### src/rtl/pwr_rsp_pkg.sv
// Shared types and defaults for the power-domain response sequencer.
// Optional switch-ack timeout is enabled with `define PWR_RSP_TIMEOUT_EN.
package pwr_rsp_pkg;

   localparam int SAVE_CYC_DEF    = 2;
   localparam int RESTORE_CYC_DEF = 2;
   localparam int ACK_TIMEOUT_DEF = 12;

   typedef enum logic [2:0] {
      ST_ON,
      ST_ISO,
      ST_SAVE,
      ST_SW_OFF,
      ST_OFF,
      ST_SW_ON,
      ST_RESTORE,
      ST_DEISO
   } pwr_state_t;

   typedef struct packed {
      logic sw_en;
      logic iso_en;
      logic ret_save;
      logic ret_restore;
      logic clk_en;
      logic pwr_good;
      logic busy;
   } pwr_out_t;

   localparam pwr_out_t RESET_OUT = '{sw_en: 1'b1, iso_en: 1'b1, ret_save: 1'b0,
                                      ret_restore: 1'b0, clk_en: 1'b0,
                                      pwr_good: 1'b0, busy: 1'b0};

   // Moore decode; iso_up only matters while the domain is fully on.
   function automatic pwr_out_t decode_out(input pwr_state_t st, input logic iso_up);
      pwr_out_t o;
      o = '{sw_en: 1'b1, iso_en: 1'b1, ret_save: 1'b0, ret_restore: 1'b0,
            clk_en: 1'b0, pwr_good: 1'b0, busy: 1'b1};
      case (st)
         ST_ON: begin
            o.iso_en   = iso_up;
            o.clk_en   = 1'b1;
            o.pwr_good = !iso_up;
            o.busy     = 1'b0;
         end
         ST_SAVE:    o.ret_save = 1'b1;
         ST_SW_OFF:  o.sw_en = 1'b0;
         ST_OFF: begin
            o.sw_en = 1'b0;
            o.busy  = 1'b0;
         end
         ST_RESTORE: o.ret_restore = 1'b1;
         ST_DEISO:   o.clk_en = 1'b1;
         default:    ;
      endcase
      return o;
   endfunction

endpackage

### src/rtl/pwr_rsp_cnt.sv
// 4-bit loadable down-counter that saturates at zero.
module pwr_rsp_cnt (
   input  logic       clk,
   input  logic       reset,
   input  logic       load,
   input  logic [3:0] load_val,
   input  logic       dec,
   output logic       zero
);

   logic [3:0] cnt_reg;

   always_ff @(posedge clk) begin
      if (!reset) begin
         cnt_reg <= 4'd0;
      end else if (load) begin
         cnt_reg <= load_val;
      end else if (dec && (cnt_reg != 4'd0)) begin
         cnt_reg <= cnt_reg - 4'd1;
      end
   end

   assign zero = (cnt_reg == 4'd0);

endmodule

### src/rtl/pwr_domain_rsp.sv
// Power-domain response sequencer: isolation, retention, switch handshake.
// Build with `define PWR_RSP_TIMEOUT_EN to enable the sticky ack-timeout error.
module pwr_domain_rsp
   import pwr_rsp_pkg::*;
#(
   parameter int SAVE_CYC    = SAVE_CYC_DEF,
   parameter int RESTORE_CYC = RESTORE_CYC_DEF,
   parameter int ACK_TIMEOUT = ACK_TIMEOUT_DEF
) (
   input  logic clk,
   input  logic reset,
   input  logic pwr_up,
   input  logic save,
   input  logic restore,
   input  logic iso_up,
   input  logic sw_ack,
   output logic sw_en,
   output logic iso_en,
   output logic ret_save,
   output logic ret_restore,
   output logic clk_en,
   output logic pwr_good,
   output logic busy,
   output logic err
);

   localparam logic [3:0] SAVE_LD    = 4'(SAVE_CYC - 1);
   localparam logic [3:0] RESTORE_LD = 4'(RESTORE_CYC - 1);
   localparam logic [3:0] ACK_LD     = 4'(ACK_TIMEOUT - 1);

   pwr_state_t state_reg, state_next;
   pwr_out_t   out_reg;
   logic       save_lat_reg, save_lat_next;
   logic       restore_lat_reg, restore_lat_next;
   logic       err_reg, err_next;
   logic       cnt_load, cnt_dec, cnt_zero;
   logic [3:0] cnt_load_val;

   pwr_rsp_cnt u_cnt (
      .clk      (clk),
      .reset    (reset),
      .load     (cnt_load),
      .load_val (cnt_load_val),
      .dec      (cnt_dec),
      .zero     (cnt_zero)
   );

   always_comb begin
      state_next       = state_reg;
      save_lat_next    = save_lat_reg;
      restore_lat_next = restore_lat_reg;
      err_next         = err_reg;
      case (state_reg)
         ST_ON: begin
            if (!pwr_up) begin
               state_next    = ST_ISO;
               save_lat_next = save;
            end
         end
         ST_ISO:  state_next = save_lat_reg ? ST_SAVE : ST_SW_OFF;
         ST_SAVE: begin
            if (cnt_zero) state_next = ST_SW_OFF;
         end
         ST_SW_OFF: begin
            if (!sw_ack) begin
               state_next = ST_OFF;
            end
`ifdef PWR_RSP_TIMEOUT_EN
            else if (cnt_zero) begin
               state_next = ST_OFF;
               err_next   = 1'b1;
            end
`endif
         end
         ST_OFF: begin
            if (pwr_up) begin
               state_next       = ST_SW_ON;
               restore_lat_next = restore;
            end
         end
         ST_SW_ON: begin
            if (sw_ack) begin
               state_next = restore_lat_reg ? ST_RESTORE : ST_DEISO;
            end
`ifdef PWR_RSP_TIMEOUT_EN
            else if (cnt_zero) begin
               state_next = ST_OFF;
               err_next   = 1'b1;
            end
`endif
         end
         ST_RESTORE: begin
            if (cnt_zero) state_next = ST_DEISO;
         end
         ST_DEISO: state_next = ST_ON;
         default:  state_next = ST_ON;
      endcase
   end

   // Counter is reloaded on every state entry so each timed state starts fresh.
   always_comb begin
      cnt_load     = (state_next != state_reg);
      cnt_load_val = 4'd0;
      case (state_next)
         ST_SAVE:             cnt_load_val = SAVE_LD;
         ST_RESTORE:          cnt_load_val = RESTORE_LD;
         ST_SW_OFF, ST_SW_ON: cnt_load_val = ACK_LD;
         default:             cnt_load_val = 4'd0;
      endcase
      cnt_dec = (state_reg == ST_SAVE) || (state_reg == ST_RESTORE) ||
                (state_reg == ST_SW_OFF) || (state_reg == ST_SW_ON);
   end

   always_ff @(posedge clk) begin
      if (!reset) begin
         state_reg       <= ST_ON;
         out_reg         <= RESET_OUT;
         save_lat_reg    <= 1'b0;
         restore_lat_reg <= 1'b0;
         err_reg         <= 1'b0;
      end else begin
         state_reg       <= state_next;
         out_reg         <= decode_out(state_next, iso_up);
         save_lat_reg    <= save_lat_next;
         restore_lat_reg <= restore_lat_next;
         err_reg         <= err_next;
      end
   end

   assign sw_en       = out_reg.sw_en;
   assign iso_en      = out_reg.iso_en;
   assign ret_save    = out_reg.ret_save;
   assign ret_restore = out_reg.ret_restore;
   assign clk_en      = out_reg.clk_en;
   assign pwr_good    = out_reg.pwr_good;
   assign busy        = out_reg.busy;
   assign err         = err_reg;

endmodule

### config.mk
export PLATFORM = sky130hd
export DESIGN_NAME = pwr_domain_rsp
export DESIGN_NICKNAME = d
export VERILOG_FILES = /design/src/rtl/pwr_rsp_pkg.sv /design/src/rtl/pwr_rsp_cnt.sv /design/src/rtl/pwr_domain_rsp.sv
export SDC_FILE = /design/constraint.sdc
export NUM_CORES = 1
export LEC_CHECK = 0
export CAP_MARGIN = 10
export CORE_AREA = 5 5 47 49
export DETAILED_ROUTE_END_ITERATION = 7
export DIE_AREA = 0 0 52 54
export GPL_TIMING_DRIVEN = 0
export PLACE_DENSITY = 0.87
export SKIP_CTS_REPAIR_TIMING = 1
export SLEW_MARGIN = 20
export SYNTH_ARGS = -nofsm -noshare
export SYNTH_HDL_FRONTEND = slang
export SYNTH_SLANG_ARGS = --single-unit
### constraint.sdc
create_clock -name clk -period 3.8 [get_ports clk]
set_input_delay 0.76 -clock clk [delete_from_list [all_inputs] [get_ports clk]]
set_output_delay 0.76 -clock clk [all_outputs]
set_load 0.005 [all_outputs]
After elaboration in Yosys (flattened, before gate mapping) --
Index checks and enable logic that the tools add are counted.
Cells by class: reduce and logical (&&, ||, !) cells 18, bitwise gates (word level) 1, muxes and demuxes 17, add/sub/neg operators 1, eq/ne operators 14
Operators with widths (count):
- == test 3 bit (second input constant) | 8
- one-hot mux 3 bit (8 select lines) | 1
- two-way mux 3 bit | 6
- == test 3 x 2 -> 1 bit (second input constant) | 4
- OR reduction 2 bit | 5
- two-way mux 4 bit | 2
- one-hot mux 4 bit (2 select lines) | 1
- two-way mux 1 bit | 7
- logical NOT 3 bit | 2
- AND reduction 2 bit | 3
- logical NOT 4 bit | 1
- nonzero test 4 bit | 1
- subtractor 4 x 1 -> 4 bit (second input constant) | 1
- == test 3 x 1 -> 1 bit (second input constant) | 1
- logical OR 1 bit | 3
- != test 3 bit | 1
- nonzero test 2 bit | 1
- logical AND 1 bit | 1
- logical NOT 1 bit | 1
- NOT 1 bit | 1
Storage, ports and cells: output and inout port bits 8, register bits after elaboration 16

Logic depth before layout (Yosys ltp) --
Gate-level depths: netlist of the first run.
word-level depth 7, depth in mapped cells 7

Modules after synthesis --
Synthesis of the first run repeated with hierarchy kept, for this count alone.
Unflattened totals: cells, all modules 113, area, all modules 958.4 um2
By module, submodules not included:
- pwr_domain_rsp | times used 1, cells each 82, area each 701.9 um2, sequential area each 240.2 um2
- pwr_rsp_cnt | times used 1, cells each 31, area each 256.5 um2, sequential area each 80.1 um2

Least setup slack after synthesis of the first run --
Ideal clock, no wire load.
kind in2reg, from input port sw_ack, to register u_cnt.cnt_reg[0], library setup time 0.122 ns, buffers on the path 1, cell stages on the path 5, data required time 3.678 ns, path slack 1.956 ns, data arrival time 1.723 ns, cells stage by stage buf_4 -> o21a_1 -> a21o_1 -> or3_1 -> o311a_1
On the way: cells in the longest elaborated chain, start to end 6
RTL lines:
- start, declared | RTL line pwr_domain_rsp.sv:16 | input logic sw_ack,
- two-way mux 3 bit, on equally long branches | RTL line pwr_domain_rsp.sv:82, pwr_domain_rsp.sv:65
- one-hot mux 3 bit (8 select lines) (*) | RTL line pwr_domain_rsp.sv:53 | case (state_reg)
- == test 3 x 2 -> 1 bit / == test 3 bit (equally long branches) | RTL line pwr_domain_rsp.sv:104 | case (state_next)
- OR reduction 2 bit, on equally long branches
- one-hot mux 4 bit (2 select lines) | RTL line pwr_domain_rsp.sv:104
- two-way mux 4 bit | RTL line pwr_rsp_cnt.sv:16 | end else if (load) begin
- end signal, assigned | RTL line pwr_rsp_cnt.sv:17 | cnt_reg <= load_val;
- end signal, assigned | RTL line pwr_rsp_cnt.sv:19 | cnt_reg <= cnt_reg - 4'd1;
- end, declared | RTL line pwr_rsp_cnt.sv:11 | logic [3:0] cnt_reg;
Mark *: on every way between the ends. The rest lies on a longest branch, timed or not. A chain may end at the register's enable or synchronous reset.

Final worst setup path of the first run --
from input port pwr_up, to register out_reg (netlist bit ret_restore)
On the way: cells in the longest elaborated chain, start to end 4
RTL lines:
- start, declared | RTL line pwr_domain_rsp.sv:12 | input logic pwr_up,
- two-way mux 3 bit, on equally long branches | RTL line pwr_domain_rsp.sv:76, pwr_domain_rsp.sv:55
- one-hot mux 3 bit (8 select lines) (*) | RTL line pwr_domain_rsp.sv:53
- == test 3 bit (*) | RTL line pwr_rsp_pkg.sv:39 | case (st)
- two-way mux 1 bit (*) | RTL line pwr_rsp_pkg.sv:39
- end signal, assigned | RTL line pwr_domain_rsp.sv:123 | out_reg <= decode_out(state_next, iso_up);
- end, declared | RTL line pwr_domain_rsp.sv:32 | pwr_out_t out_reg;
Marks and branches as above.

==> results of run 1 <==
==> kinds of logic (layout without fill, tap and decap cells) <==
logic type	after synthesis	in the layout
other	1	1
XOR/XNOR	2	2
AND/OR/NAND/NOR	44	44
adder cells (fa/ha/maj)	2	2
multiplexers	4	4
AO/OA/AOI/OAI	25	25
flip-flops	16	16
buffers and inverters	12	28
==> how the worst max path moves through the flow <==
stage | from | end | slack, ns
finish | pwr_up | ret_restore$_SDFF_PN0_ | 1.66
global route | pwr_up | ret_save$_SDFF_PN0_ | 1.58
CTS | pwr_up | ret_restore$_SDFF_PN0_ | 1.65
detailed placement | pwr_up | ret_restore$_SDFF_PN0_ | 1.36
global placement | pwr_up | ret_restore$_SDFF_PN0_ | 1.37
floorplan | sw_ack | u_cnt.cnt_reg[0]$_SDFFE_PN0P_ | 1.96
==> area by class of cell <==
type                            instances  area (sq um)
Fill cell                             159         737.0
Multi-Input combinational cell         78         513.0
Sequential cell                        16         320.3
Timing Repair Buffer                   12         120.1
Buffer                                  6         38.79
Clock buffer                            4         36.28
Tap cell                               27         33.78
Inverter                                6         22.52
==> routing by layer <==
layer	part of all wire, %	GRT usage [%]
met5	0	0
met4	3.6	10.04
met3	4.9	4.432
met2	49	27.41
met1	43	16.33
==> worst max-delay path, cell delays in order <==
cell,delay (ns)
clkdlybuf4s50_1,0.54
xor2_2,0.20
o21ai_2,0.10
a211oi_2,0.41
nand2_2,0.12
a211oi_1,0.23
==> power groups by stage <==
stage	clock [uW]	combinational [uW]	sequential, uW
finish	115	357	243
floorplan	0	261	240
global placement	0	344	242
global route	129	393	249
detailed placement	0	356	245
CTS	116	359	241
==> stage by stage <==
step	setup slack, ns	total power, uW	utilization (%)
6_report	1.659	714.9	59.55
5_1_grt	1.585	770.4	59.55
4_1_cts	1.653	716.4	59.55
3_5_place_dp	1.358	600.9	57.55
3_3_place_gp	1.365	585.8	57.55
2_1_floorplan	1.956	501.4	-
==> cell usage after synthesis, drive strengths merged (3+ instances only) <==
cell type  number  area share [%]
or3             3             2.1
inv             6             2.5
buf             4             3.5
a211oi          3             3.1
o21ai           5             3.2
o21a            5             4.2
a21oi           6             3.4
dfxtp          16              36
mux2i           4             4.5
nand2b          3             2.1
nand2          10             4.5
nand3           5             2.8
nor2           12             5.0
==> cell usage in the layout, fill, tap and decap left out, types with 2 or more instances in the layout <==
| master | count |
|---|---|
| a211oi_1 | 2 |
| a21oi_1 | 6 |
| buf_4 | 2 |
| clkbuf_1 | 2 |
| clkbuf_4 | 3 |
| clkdlybuf4s50_1 | 12 |
| dfxtp_1 | 16 |
| inv_1 | 6 |
| mux2i_1 | 4 |
| nand2_1 | 9 |
| nand2b_1 | 3 |
| nand3_1 | 5 |
| nand3b_1 | 2 |
| nor2_1 | 12 |
| nor3_1 | 2 |
| o21a_1 | 5 |
| o21ai_0 | 4 |
| o22ai_1 | 2 |
| or3_1 | 3 |
==> summary.md, run 1 <==
| Metric | Value |
|---|---|
| Diodes inserted | 0 |
| Compound-Gate Fraction of Synth Area | 20.42% |
| Reg-to-Reg Start | u_cnt.cnt_reg[0]$_SDFFE_PN0P_ |
| Detailed placer's ending HPWL | approximately 1.4 mm |
| Clock Power Share | 16.0% |
| Synth unique cells | 38 |
| Hold_ws | around 0.54 ns |
| Nets | between 100 and 150 |
| Post-synthesis async set-or-reset flop share | 0% |
| Final Hold Fails | 0 |
| Multiplexer share of the synthesized area | 4.476% |
| Clock skew | between 0.003 and 0.004 ns |
| Reg2reg path depth | 7 |
| Via count | slightly above 800 |
| Post-Synth XOR/XNOR Area | around 2.8% |
| Layout Cells excl Fill | about 150 |
| Switch share | 38.06% |
| Die Y-Extent | roughly 54 um |
| Placed cell area | 1049 sq um |
| Worst endpoint required time | ~4 ns |
| Gate Count Post-Synth | 106 |
| VDD IR max | between 0.0004 and 0.0005 V |
| RePlAce Congestion | between 0.8 and 0.9 |
| Largest family of logic cells by synthesized area | simple AND/OR/NAND/NOR gates |
| Sw power | 272.1 uW |
| Commonest register cell after synthesis | dfxtp_1 |
| CTS Buf Count | 3 |
| Largest register FFs | 4 |
| Port-buffer cells | 12 |
| Syn_nets | around 110 |
| Initial DRC count | 23 |
| Hold Path Sink | restore_lat_reg$_SDFFE_PN0P_ |
| Final instance area | around 1100 sq um |
| Sequential share of power | 34.0% |
| CP Class | in2reg |
| Vias per cell | between 5 and 6 |
| Synth Cell Area | around 890 sq um |
| Post-Route WL | 1.867 mm |
| CTS Buffer Depth | 2 |
| Crit path time final | ~2.1 ns |
| Highest Clock Rate | 467.1 MHz |
| Cell row count | 16 |
| Post-Route Setup TNS | 0 ns |
| Startpoint Class | input port |
| Synthesized flop and latch total | 16 |
| Top-level port count | 15 |
| Hold Startpoint | restore_lat_reg$_SDFFE_PN0P_ |
| CTS sink cnt | 16 |
| All-layer global routing usage | 15.62% |
| Starting density of the core | about half |
| Core ar. | ~1800 sq um |
| Max Cap Violations | 0 |
| Combinational share of power | 50.0% |
| Die ar. | between 2000 and 3000 sq um |
| Final slew viol count | 0 |
| Crit path DAT | around 2.4 ns |
| Largest net degree at the start of global routing | 11 |
| Pwr Density | 659.1 nW/um^2 |
| Fin crit share | around 56% |
| Worst setup EP type | register |
| Worst skew pair latency | around 0.29 ns |
| EDFF count, synth | 0 |
| Area growth syn-to-layout | 21.26% |
| Syn_area_per_cell | approximately 8.4 sq um |
| Initial antenna violation count | 0 |
| Layout cells sized above 1 | around 14% |
| GRT overflow | 0 |
| Clock root cell | clkbuf_4 |
| R2r endpoint | u_cnt.cnt_reg[0]$_SDFFE_PN0P_ |
| Crit path max fanout | 5 |
| Drt first pass iters | 4 |
| Static Leak | 0.0004311 uW |
| Final Setup Violations | 0 |
| Sequential fraction of the synthesis area | a little over a third |
| RSZ-0062 raised after global routing | no |
| Min-Delay Path Depth | 2 |
| Yosys synthesis warning count | 0 |
| Outcome | completed |
| Hold WC Path Type | reg2reg |
| Reg-to-reg slack, setup | between 1.5 and 2 ns |
| Post-Synth Adder-Cell Area | 2.517% |
| CTS tree | done |
| Die X | between 50 and 60 um |
| Dpl cells | 145 |
| WL/cell | 12.53 um |
| Global-route wire length before repair | ~3.2 mm |
| CTS H-tree lvls | 1 |
| Simple-Gate Fraction of Synth Area | a little over a quarter |
| Vias in the first global route | between 700 and 800 |
| Cell-internal power | approximately 440 uW |
| Post-DRT Antenna Nets | 0 |
| Reg clk slew, reported paths | roughly 0.090 ns |
| Post-route DRC | 0 |
(Power assumes the default switching activity.)
==> inputs of run 2 (changes only) <==
--- a/config.mk
+++ b/config.mk
@@ -6,11 +6,11 @@
 export NUM_CORES = 1
 export LEC_CHECK = 0
 export CAP_MARGIN = 10
-export CORE_AREA = 5 5 47 49
+export CORE_AREA = 5 5 43 63
 export DETAILED_ROUTE_END_ITERATION = 7
-export DIE_AREA = 0 0 52 54
+export DIE_AREA = 0 0 48 68
 export GPL_TIMING_DRIVEN = 0
-export PLACE_DENSITY = 0.87
+export PLACE_DENSITY = 0.78
 export SKIP_CTS_REPAIR_TIMING = 1
 export SLEW_MARGIN = 20
 export SYNTH_ARGS = -nofsm -noshare
==> constraint.sdc (replaced) <==
create_clock -name clk -period 1.95 [get_ports clk]
set_input_delay 0.39 -clock clk [delete_from_list [all_inputs] [get_ports clk]]
set_output_delay 0.39 -clock clk [all_outputs]
set_load 0.005 [all_outputs]
==> summary.md, run 2 (same netlist as run 1, synthesis figures left out) <==
| Metric | Value |
|---|---|
| Layout cells sized above 1 | between 15 and 20% |
| Register Area | roughly 320 sq um |
| Final Hold Fails | 0 |
| Worst endpoint required time | 2.15 ns |
| Crit path DAT | 2.02 ns |
| Largest register FFs | 4 |
| Initial antenna violation count | 0 |
| Crit. Startpoint | u_cnt.cnt_reg[0]$_SDFFE_PN0P_ |
| Buffers & Inverters on Critical Path | 1 |
| Clock root cell | clkbuf_4 |
| Die X | roughly 48 um |
| Via count | a little over 800 |
| Static Leak | 0.0004407 uW |
| Outcome | completed |
| Startpoint Class | register |
| Worst setup EP type | register |
| Area of the multi-input gates | about 510 sq um |
| Port-buffer cells | 12 |
| Crit path time final | roughly 1.8 ns |
| Core ar. | 2155 sq um |
| R2r endpoint | u_cnt.cnt_reg[0]$_SDFFE_PN0P_ |
| Crit path max fanout | 4 |
| Clock skew | between 0.002 and 0.0025 ns |
| VDD IR max | slightly below 0.001 V |
| Starting density of the core | between 40 and 50% |
| Worst skew pair latency | around 0.30 ns |
| Vias in the first global route | between 700 and 800 |
| Reg-to-reg slack, setup | approximately 0.12 ns |
| Drt first pass iters | 5 |
| Reg-to-Reg Start | u_cnt.cnt_reg[0]$_SDFFE_PN0P_ |
| CP Class | reg2reg |
| Hold WC Path Type | in2reg |
| Post-DRT Antenna Nets | 0 |
| RSZ-0062 raised after global routing | no |
| Nets | between 100 and 150 |
| Final Setup Violations | 0 |
| Hold Startpoint | sw_ack |
| WL/cell | 13.42 um |
| All-layer global routing usage | between 10% and 20% |
| Die ar. | approximately 3300 sq um |
| CP peak stage delay | between 0.3 and 0.4 ns |
| Fill cell count | between 200 and 250 |
| Post-Route WL | between 1.5 and 2 mm |
| Most frequent cells in the layout | dfxtp_1, nor2_1, clkdlybuf4s50_1, nand2_1 |
| CTS H-tree lvls | 1 |
| Final instance area | 1095 sq um |
| Cell row count | 21 |
| CTS tree | done |
| Initial DRC count | 26 |
| Vias per cell | 5.483 |
| Area growth syn-to-layout | 22.38% |
| Pwr Density | 1306 nW/um^2 |
| Final slew viol count | 0 |
| Die Y-Extent | between 60 and 70 um |
| Global-route wire length before repair | roughly 3.3 mm |
| Most common cell after layout, fill and taps aside | dfxtp_1 |
| Hold Path Sink | ret_restore$_SDFF_PN0_ |
| Diodes inserted | 0 |
| Delay-heaviest family, CP | compound AO/OA/AOI/OAI gates |
| Max Cap Violations | 0 |
| GRT overflow | 0 |
| CTS Buf Count | 3 |
| Highest Clock Rate | ~550 MHz |
| Reg2reg path depth | 7 |
| Worst slack, placed | -0.1868 ns |
| Hold_ws | 0.4242 ns |
| Cell depth of the worst setup path | 7 |
| Crit-path slowest cell | or3b_4 |
| Final worst setup slack | 0.1245 ns |
| CTS Buffer Depth | 2 |
| RePlAce Congestion | 0.9129 |
| Largest net degree at the start of global routing | 11 |
| Reg clk slew, reported paths | approximately 0.1 ns |
| Critical-path cell list | inv_1 -> ha_1 -> or3b_4 -> o22ai_1 -> a21o_1 -> a21oi_1 -> o311a_1 |
| CTS sink cnt | 16 |
| Post-route DRC | 0 |
| Detailed placer's ending HPWL | approximately 1.5 mm |
| Placed cell area | roughly 1000 sq um |
| Fin crit share | between 90 and 100% |
| Top-level port count | 15 |
| Min-Delay Path Depth | 3 |
==> run 2: cell types whose count changed in the layout (fill, tap and decap cells not counted), sizes merged <==
cell | before | now
buf | 4 | 6
==> run 2: worst register-to-register path, cell delays in order (launching register included) <==
cell and delay, ns:
dfxtp_1 0.34, inv_1 0.06, ha_1 0.15, or3b_4 0.40, o22ai_1 0.26, a21o_1 0.18, a21oi_1 0.05, o311a_1 0.28
==> run 2: routing by layer <==
metal  wire, um  track usage, %  share of wire [%]
met5          0               0                  0
met4         78           9.091                4.0
met3         75           1.579                3.8
met2       1025           24.01                 52
met1        793           15.57                 40
==> run 2: stage by stage <==
step / util (%) / setup TNS, ns / power, uW / std cells
finish: 50.81 / 0 / 1430 / 147
global route: 50.81 / 0 / 1553 / 147
CTS: 50.12 / 0 / 1400 / 145
detailed placement: 48.43 / -0.7679 / 1172 / 141
global placement: 48.43 / -0.3940 / 1150 / 141
floorplan: - / 0 / 977.0 / 106
==> run 2: report_power, final <==
part	switching, uW	leakage [uW]	internal, uW
Sequential	58.0	0.000131	413
Clock	112	0.0000210	114
Combinational	367	0.000289	365
Total	538	0.000441	892
==> run 2: how the worst max path moves through the flow <==
stage / endpoint / slack, ns
after CTS: u_cnt.cnt_reg[0]$_SDFFE_PN0P_ / 0.11
final: u_cnt.cnt_reg[0]$_SDFFE_PN0P_ / 0.12
after detailed placement: ret_restore$_SDFF_PN0_ / -0.19
after global routing: u_cnt.cnt_reg[0]$_SDFFE_PN0P_ / 0.01
after global placement: u_cnt.cnt_reg[0]$_SDFFE_PN0P_ / -0.12
after floorplan: u_cnt.cnt_reg[0]$_SDFFE_PN0P_ / 0.30
==> run 2: cell type report <==
type / instances / area share (%)
timing repair buffer: 14 / 12.34
multi-input combinational: 78 / 46.86
buffer: 6 / 3.543
inverter: 6 / 2.057
tap: 23 / 2.629
sequential: 16 / 29.26
clock buffer: 4 / 3.314
==> inputs of run 3 (changes only) <==
--- a/config.mk
+++ b/config.mk
@@ -9,6 +9,7 @@
 export CORE_AREA = 5 5 43 63
 export DETAILED_ROUTE_END_ITERATION = 7
 export DIE_AREA = 0 0 48 68
+export GPL_ROUTABILITY_DRIVEN = 0
 export GPL_TIMING_DRIVEN = 0
 export PLACE_DENSITY = 0.78
 export SKIP_CTS_REPAIR_TIMING = 1
==> results of run 3 <==
No change in the layout: final DEF, timing and power equal those of run 2.
